--- config.mk ---
export PLATFORM = sky130hd
export DESIGN_NAME = fifo_stream_reader
export DESIGN_NICKNAME = d
export VERILOG_FILES = /design/src/rtl/fifo_stream_reader.sv
export SDC_FILE = /design/constraint.sdc
export NUM_CORES = 1
export LEC_CHECK = 0
export BUFFER_PORTS_ARGS = -buffer_cell sky130_fd_sc_hd__buf_4
export CORE_MARGIN = 2
export CORE_UTILIZATION = 50
export CTS_CLUSTER_DIAMETER = 40
export DETAILED_ROUTE_END_ITERATION = 7
export GPL_TIMING_DRIVEN = 1
export PLACE_DENSITY = 0.8
export SYNTH_ARGS = -nofsm -noshare
export SYNTH_HDL_FRONTEND = slang
export SYNTH_SLANG_ARGS = --single-unit
--- constraint.sdc ---
create_clock -name clk -period 4.5 [get_ports clk]
set_clock_uncertainty 0.2 [all_clocks]
set_input_delay 0.675 -clock clk [delete_from_list [all_inputs] [get_ports clk]]
set_output_delay 0.675 -clock clk [all_outputs]
set_load 0.005 [all_outputs]
--- src/rtl/fifo_stream_reader.sv ---
`default_nettype none
// ============================================================================
// Module   : fifo_stream_reader
// Brief    : Replays a marked FIFO region cfg_passes times onto a ready/valid
//            stream, absorbing pop-to-data latency in a small skid buffer.
//            Optional drop statistics: FIFO_STREAM_READER_STATS_EN.
// Revision : 1.0 - initial release
// ============================================================================
module fifo_stream_reader #(
    parameter int DWIDTH     = 16,
    parameter int LEN_W      = 6,
    parameter int PASS_W     = 8,
    parameter int FIFO_LAT   = 3,
    parameter int SKID_DEPTH = 4
) (
    input  logic              clk,
    input  logic              rst_n,
    input  logic              start,
    input  logic [LEN_W-1:0]  cfg_len,
    input  logic [PASS_W-1:0] cfg_passes,
    output logic              busy,
    output logic              done,
    output logic              fifo_pop,
    output logic              fifo_mark,
    output logic              fifo_read_rst,
    input  logic [DWIDTH-1:0] fifo_front,
    input  logic              fifo_vld,
    input  logic              fifo_empty,
    output logic [DWIDTH-1:0] m_data,
    output logic              m_valid,
    input  logic              m_ready,
    output logic              m_last,
    output logic [PASS_W-1:0] m_pass,
    output logic [15:0]       stat_drop_cnt
);

    localparam int c_PTR_W = (SKID_DEPTH > 1) ? $clog2(SKID_DEPTH) : 1;
    localparam int c_OCC_W = $clog2(SKID_DEPTH + FIFO_LAT + 1);

    typedef enum logic [2:0] {
        IDLE   = 3'd0,
        MARK0  = 3'd1,
        MARK1  = 3'd2,
        READ   = 3'd3,
        REWIND = 3'd4,
        SETTLE = 3'd5,
        DRAIN  = 3'd6
    } state_t;

    state_t              r_state;
    logic [LEN_W-1:0]    r_len;
    logic [LEN_W-1:0]    r_req_cnt;
    logic [LEN_W-1:0]    r_rx_cnt;
    logic [PASS_W-1:0]   r_passes;
    logic [PASS_W-1:0]   r_pass;
    logic                r_done;
    logic [FIFO_LAT-1:0] r_pipe;

    logic [DWIDTH-1:0]   r_sk_data [SKID_DEPTH];
    logic [PASS_W-1:0]   r_sk_pass [SKID_DEPTH];
    logic [SKID_DEPTH-1:0] r_sk_last;
    logic [c_PTR_W-1:0]  r_wr_ptr;
    logic [c_PTR_W-1:0]  r_rd_ptr;
    logic [c_OCC_W-1:0]  r_sk_cnt;

    logic [c_OCC_W-1:0]  w_inflight;
    logic                w_pop;
    logic                w_accept;
    logic                w_drop;
    logic                w_xfer;
    logic                w_last_word;

    function automatic logic [c_PTR_W-1:0] f_ptr_inc(input logic [c_PTR_W-1:0] p);
        return (p == c_PTR_W'(SKID_DEPTH - 1)) ? '0 : p + c_PTR_W'(1);
    endfunction

    always_comb begin
        w_inflight = '0;
        for (int i = 0; i < FIFO_LAT; i++) begin
            w_inflight = w_inflight + c_OCC_W'(r_pipe[i]);
        end
    end

    // The oldest slot of r_pipe lines up with the cycle its data comes back.
    assign w_accept    = r_pipe[FIFO_LAT-1] & fifo_vld;
    assign w_drop      = r_pipe[FIFO_LAT-1] & ~fifo_vld;
    assign w_xfer      = m_valid & m_ready;
    assign w_last_word = (r_rx_cnt == r_len - LEN_W'(1));
    assign w_pop       = (r_state == READ) && !fifo_empty && (r_req_cnt < r_len)
                         && ((r_sk_cnt + w_inflight) < c_OCC_W'(SKID_DEPTH));

    generate
        if (FIFO_LAT > 1) begin : g_pipe_shift
            always_ff @(posedge clk) begin
                if (!rst_n) r_pipe <= '0;
                else        r_pipe <= {r_pipe[FIFO_LAT-2:0], w_pop};
            end
        end else begin : g_pipe_single
            always_ff @(posedge clk) begin
                if (!rst_n) r_pipe <= '0;
                else        r_pipe <= w_pop;
            end
        end
    endgenerate

    always_ff @(posedge clk) begin
        if (!rst_n) begin
            r_state   <= IDLE;
            r_len     <= '0;
            r_passes  <= '0;
            r_pass    <= '0;
            r_req_cnt <= '0;
            r_rx_cnt  <= '0;
            r_done    <= 1'b0;
        end else begin
            r_done    <= 1'b0;
            // A dropped pop is handed back so the same word is asked for again.
            r_req_cnt <= r_req_cnt + LEN_W'(w_pop) - LEN_W'(w_drop);
            if (w_accept) r_rx_cnt <= r_rx_cnt + LEN_W'(1);
            case (r_state)
                IDLE: begin
                    if (start) begin
                        r_len     <= cfg_len;
                        r_passes  <= cfg_passes;
                        r_pass    <= '0;
                        r_req_cnt <= '0;
                        r_rx_cnt  <= '0;
                        if (cfg_len == '0 || cfg_passes == '0) r_done  <= 1'b1;
                        else                                   r_state <= MARK0;
                    end
                end
                MARK0:  r_state <= MARK1;
                MARK1:  r_state <= READ;
                READ: begin
                    if (r_req_cnt == r_len && w_inflight == '0) begin
                        if (r_pass < r_passes - PASS_W'(1)) r_state <= REWIND;
                        else                                r_state <= DRAIN;
                    end
                end
                REWIND: begin
                    r_pass    <= r_pass + PASS_W'(1);
                    r_req_cnt <= '0;
                    r_rx_cnt  <= '0;
                    r_state   <= SETTLE;
                end
                SETTLE: r_state <= READ;
                DRAIN: begin
                    if (r_sk_cnt == '0) begin
                        r_done  <= 1'b1;
                        r_state <= IDLE;
                    end
                end
                default: r_state <= IDLE;
            endcase
        end
    end

    always_ff @(posedge clk) begin
        if (!rst_n) begin
            r_wr_ptr  <= '0;
            r_rd_ptr  <= '0;
            r_sk_cnt  <= '0;
            r_sk_last <= '0;
            for (int i = 0; i < SKID_DEPTH; i++) begin
                r_sk_data[i] <= '0;
                r_sk_pass[i] <= '0;
            end
        end else begin
            if (w_accept) begin
                r_sk_data[r_wr_ptr] <= fifo_front;
                r_sk_last[r_wr_ptr] <= w_last_word;
                r_sk_pass[r_wr_ptr] <= r_pass;
                r_wr_ptr            <= f_ptr_inc(r_wr_ptr);
            end
            if (w_xfer) r_rd_ptr <= f_ptr_inc(r_rd_ptr);
            r_sk_cnt <= r_sk_cnt + c_OCC_W'(w_accept) - c_OCC_W'(w_xfer);
        end
    end

    assign busy          = (r_state != IDLE);
    assign done          = r_done;
    assign fifo_pop      = w_pop;
    assign fifo_mark     = (r_state == MARK1);
    assign fifo_read_rst = (r_state == REWIND);
    assign m_valid       = (r_sk_cnt != '0);
    assign m_data        = r_sk_data[r_rd_ptr];
    assign m_last        = m_valid & r_sk_last[r_rd_ptr];
    assign m_pass        = r_sk_pass[r_rd_ptr];

`ifdef FIFO_STREAM_READER_STATS_EN
    logic [15:0] r_drop_cnt;

    always_ff @(posedge clk) begin
        if (!rst_n)                                r_drop_cnt <= '0;
        else if (w_drop && r_drop_cnt != 16'hFFFF) r_drop_cnt <= r_drop_cnt + 16'd1;
    end

    assign stat_drop_cnt = r_drop_cnt;
`else
    assign stat_drop_cnt = 16'd0;
`endif

endmodule
`default_nettype wire

* Word-level counts from Yosys, hierarchy flattened *
Memory sizes are Yosys's and may differ from the RTL's. A register that Yosys moved wholly into a read port is not among the register bits.
Cells that the tools add are included.

operators by class
  bitwise operators = 5
  reduce and logical (&&, ||, !) cells = 21
  equal/unequal tests = 14
  multiplexer cells = 38
  $lt $le $gt $ge = 6
  $add $sub $neg = 13

operator list
  cell                   count
  $pmux W6 S2            2
  $mux W2                9
  $mux W6                3
  $pmux W3 S6            1
  $mux W16               1
  $mux W8                2
  $pmux W8 S2            1
  $reduce_or A16 Y1      1
  $eq A6 B6 Y1           2
  $mux W3                4
  $mux W1                11
  $eq A3 B3 Y1 const B   3
  $logic_not A3 Y1       3
  $add A8 B1 Y8 const B  1
  $logic_not A8 Y1       1
  $lt A8 B8 Y1           1
  $reduce_or A8 Y1       1
  $sub A8 B1 Y8 const B  1
  $add A6 B1 Y6          1
  $add A6 B1 Y6 const B  1
  $eq A3 B2 Y1 const B   2
  $logic_not A6 Y1       1
  $lt A2 B3 Y1 const B   2
  $lt A6 B6 Y1           1
  28 further kinds       41

storage, ports and cells
  word-level logic and storage cells = 111
  register bits after elaboration = 52
  memories kept = 2
  bits in writable memories = 96

memory list
  memory     words  bits a word  rd ports  clocked after Yosys merged registers in  write ports  RTL line  source
  r_sk_data  4      16           1         1                                        4            59        logic [DWIDTH-1:0] r_sk_data [SKID_DEPTH];
  r_sk_pass  4      8            1         1                                        4            60        logic [PASS_W-1:0] r_sk_pass [SKID_DEPTH];

* Logic depth before layout (Yosys ltp) *
  word-level depth = 9
  mapped depth = 12

* Worst setup path before layout *
No wires, ideal clock.

  path type = input to register
  start = input port fifo_vld
  end = memory r_sk_data[3][0] (enable)
  stages = 4
  slack = 974 ps
  setup time = 442 ps
  arrival = 2,884 ps
  cells stage by stage = and2_1 -> buf_2 -> inv_1 -> o31ai_1

RTL lines
  item                RTL line  source
  start: declaration  27        input logic fifo_vld,
  end: declaration    59

* Final worst setup path *
  start = register r_pipe[0]
  end = output port fifo_pop

between the ends
  word-level cells in the longest chain between the ends = 5

RTL lines
  item                      RTL line  source
  start: declaration        57        logic [FIFO_LAT-1:0] r_pipe;
  start signal: assignment  96        else r_pipe <= {r_pipe[FIFO_LAT-2:0], w_pop};
  $add A1 B1 Y2             80        w_inflight = w_inflight + c_OCC_W'(r_pipe[i]);
  $add A2 B1 Y3             80
  $add A3 B3 Y3             90        && ((r_sk_cnt + w_inflight) < c_OCC_W'(SKID_DEPTH));
  $lt A3 B3 Y1              90
  $logic_and A1 B1 Y1       90
  end: declaration          23        output logic fifo_pop,

No other way between the ends.

==> metrics.md <==
| Metric | Value |
|---|---|
| # port buffers | `between 60 and 70` |
| Postcts setup bufs | `0` |
| Vias in the first global route | `~5000` |
| RSZ-0062 raised after global routing | `false` |
| Layout cells sized above 1 | `19.3%` |
| Ys async rst share | `0%` |
| FF+latch count, synth | `150` |
| Startpoint Class | `register` |
| Worst IR Drop VDD | `0.408 mV` |
| CP Class | `register to primary output` |
| Post-Syn Area per Cell | `around 12 um2` |
| R2R Setup Slk | `~1400 ps` |
| Reg2reg path depth | `11` |
| Worst setup margin | `1260 ps` |
| WP data required | `about 3600 ps` |
| Max clock buf depth | `2` |
| Initial antenna violation count | `0` |
| Slew Viols, Final | `0` |
| Crit path launch | `r_pipe[0]$_SDFF_PN0_` |
| Post-route ant nets | `0` |
| Clock root buffer | `clkbuf_16` |
| Place WS | `1290 ps` |
| RR Startpoint | `r_pipe[0]$_SDFF_PN0_` |
| Crit path DAT | `2360 ps` |
| Most area-consuming cells after synthesis | `edfxtp_1 (39%), dfxtp_1 (15%), and2_1 (9.3%), mux4_2 (7.6%), ha_1 (5.2%)` |
| Worst Hold Class | `register to register` |
| Post-DP HPWL | `10000 um` |
| Hold endpoint | `r_sk_last[2]$_SDFFE_PN0P_` |
| Worst-skew pair later-pin latency | `420 ps` |
| Detailed Route Iter0 Violations | `403` |
| Final-layout fill cell count | `~1100` |
| Largest net degree at the start of global routing | `50` |
| Min-delay src | `r_sk_last[2]$_SDFFE_PN0P_` |
| Vias | `4797` |
| First-pass GRT wire length | `approximately 25000 um` |
| All-Layer GR Usage | `20.2%` |
| Starting Density | `51.1%` |
| Outcome | `completed` |
| Mapped Area | `between 0.007 and 0.008 mm2` |
| Leakage power | `3.42 nW` |
| Clock slew at reported path FFs | `60 ps` |
| Power Dens Cells | `between 400 and 500 mW/mm2` |
| # IOs | `83` |
| Area Growth Syn to Fin | `16.7%` |
| CP max-delay cell | `fa_1` |
| Total CTS buffers | `17` |
| CP Max Fanout | `3` |
| Fmax | `309 MHz` |
| Full die area | `0.0158 mm2` |
| Final hold violation count | `0` |
| CTS tree | `yes` |
| CTS Hold Bufs | `0` |
| Nets | `~760` |
| CORE AREA | `approximately 0.014 mm2` |
| Total grt overflow | `0` |
| Final Critical Period | `about 3200 ps` |
| Routed WL | `15100 um` |
| Die outline width | `126 um` |
| Syn Inst Count | `about 620` |
| Ys flop type | `edfxtp_1` |
| Diode count | `0` |
| DR DRC count | `0` |
| Rel. slew slack | `20.7%` |
| Die Y | `between 100 and 150 um` |
| Max incr delay on CP | `between 400 and 500 ps` |
| Area leader, netlist | `edfxtp_1` |
| CP Cell Sequence | `fa_1 -> ha_1 -> a31oi_1 -> xnor2_1 -> a2111oi_2 -> buf_4` |
| Maxcap violations | `0` |
| Crit Reg-Reg Endpoint | `r_req_cnt[4]$_SDFF_PN0_` |
| Setup TNS | `0 ps` |
| PostCTS Resize Cnt | `0` |
| EDFF count, synth | `96` |
| Seq/Total Area, Yosys | `53.5%` |
| Vias per cell | `around 5.4` |
| Fin crit share | `72.0%` |
| Post-synth cell types | `56` |
| Final setup vio count | `0` |
| Hold path depth | `2` |
| Yosys top cell area share | `38.9%` |
| Clock net sink count | `150` |
| Slew @ Worst Pin | `1190 ps` |
| H-tree lvl count | `4` |
| Routed length per instance | `17.0 um` |
| Gpl congestion | `around 0.81` |
| Initial DRT Pass Iterations | `4` |
| Critical Path End Type | `primary output` |
| Yosys warns | `0` |
| # rows | `between 40 and 50` |
[where the power goes]
group / leakage [nW] / total, mW / switching (mW) / internal [mW]
clock network: 0.291 / 1.45 / 0.548 / 0.902
logic: 1.71 / 0.791 / 0.391 / 0.400
registers: 1.42 / 1.64 / 0.0986 / 1.55
total: 3.42 / 3.88 / 1.04 / 2.85
[worst max-delay path by stage]
stage	endpoint	slack, ps	cells after the start
floorplan	r_sk_data[3][0]$_DFFE_PP_	970	4
global placement	r_sk_cnt[2]$_SDFF_PN0_	1380	11
detailed placement	r_sk_cnt[2]$_SDFF_PN0_	1290	11
CTS	fifo_pop	1210	6
global route	fifo_pop	1130	6
finish	fifo_pop	1260	6
[worst max-delay path, delay by kind of cell (launching register included)]
kind	cells	cell delay [ps]
adders and majority gates	2	720
buffers and inverters	1	200
AOI/OAI and AO/OA	2	580
xor gates and xnor gates	1	120
DFF	1	330
[kinds of logic after synthesis]
| logic type | share of synthesized area [%] |
|---|---|
| AO/OA/AOI/OAI | 6.42 |
| buffers and inverters | 4.67 |
| adder cells (fa/ha/maj) | 6.05 |
| multiplexers | 7.88 |
| XOR/XNOR | 2.96 |
| other | 0.0507 |
| AND/OR/NAND/NOR | 18.4 |
| flip-flops | 53.5 |
[cell type report]
cell class / instances / area, um2 / area share, %
clock buffer: 21 / 460 / 5.33
clock inverter: 11 / 149 / 1.72
inverter: 27 / 101 / 1.17
multi-input combinational: 416 / 3180 / 36.8
sequential: 150 / 3960 / 45.9
tap: 184 / 230 / 2.67
timing repair buffer: 74 / 556 / 6.43
[per-layer routing]
metal | vias to the layer above | share of wire, % | track usage [%]
li1 | 2309 | - | -
met1 | 2334 | 42 | 24.9
met2 | 144 | 52 | 34.8
met3 | 10 | 5.6 | 5.48
met4 | 0 | 0.55 | 6.41
met5 | - | 0 | 0
[state kept, by name (all words and copies together), names as in the netlist, 3 cells and up, named ones only]
signal     flops
r_state        3
r_pipe         3
r_sk_data     64
r_sk_cnt       3
r_passes       8
r_len          6
r_req_cnt      6
r_rx_cnt       6
r_pass         8
r_sk_last      4
r_sk_pass     32
[Yosys cell counts (2+ instances only)]
master / n
and2_1: 110
edfxtp_1: 96
nand2_1: 56
dfxtp_1: 54
ha_1: 31
inv_1: 27
mux4_2: 25
clkbuf_1: 19
a21boi_0: 18
buf_4: 17
nor2_1: 14
xnor2_1: 14
nor3_1: 13
o21ai_0: 12
xor2_1: 11
a21oi_1: 10
nand3_1: 9
nand4_1: 8
a21o_1: 6
and3_1: 6
buf_2: 6
nand2b_1: 6
nor4_1: 5
or4_1: 4
a211oi_1: 3
fa_1: 3
nor2b_1: 3
o22ai_1: 3
or3_1: 3
a31oi_1: 2
mux2i_1: 2
o21a_1: 2
[per-stage QoR]
stage | utilization [%] | std cells | power (mW) | area [um2] | hold slack, ps
2_1_floorplan | - | 637 | 2.20 | 7460 | 238
3_3_place_gp | 55.5 | 851 | 2.44 | 8030 | 265
3_5_place_dp | 55.5 | 851 | 2.47 | 8030 | 282
4_1_cts | 59.7 | 883 | 3.92 | 8640 | 294
5_1_grt | 59.7 | 883 | 4.08 | 8640 | 312
6_report | 59.7 | 883 | 3.88 | 8640 | 286
[cells in the final DEF (no fill, tap or decap), types with 16 or more instances in the layout]
cell type    n
a21boi_0    18
and2_1     110
buf_4       74
clkbuf_16   17
conb_1      16
dfxtp_1     54
edfxtp_1    96
ha_1        31
inv_1       27
mux4_2      25
nand2_1     56
Power figures use the tool's default switching activity.
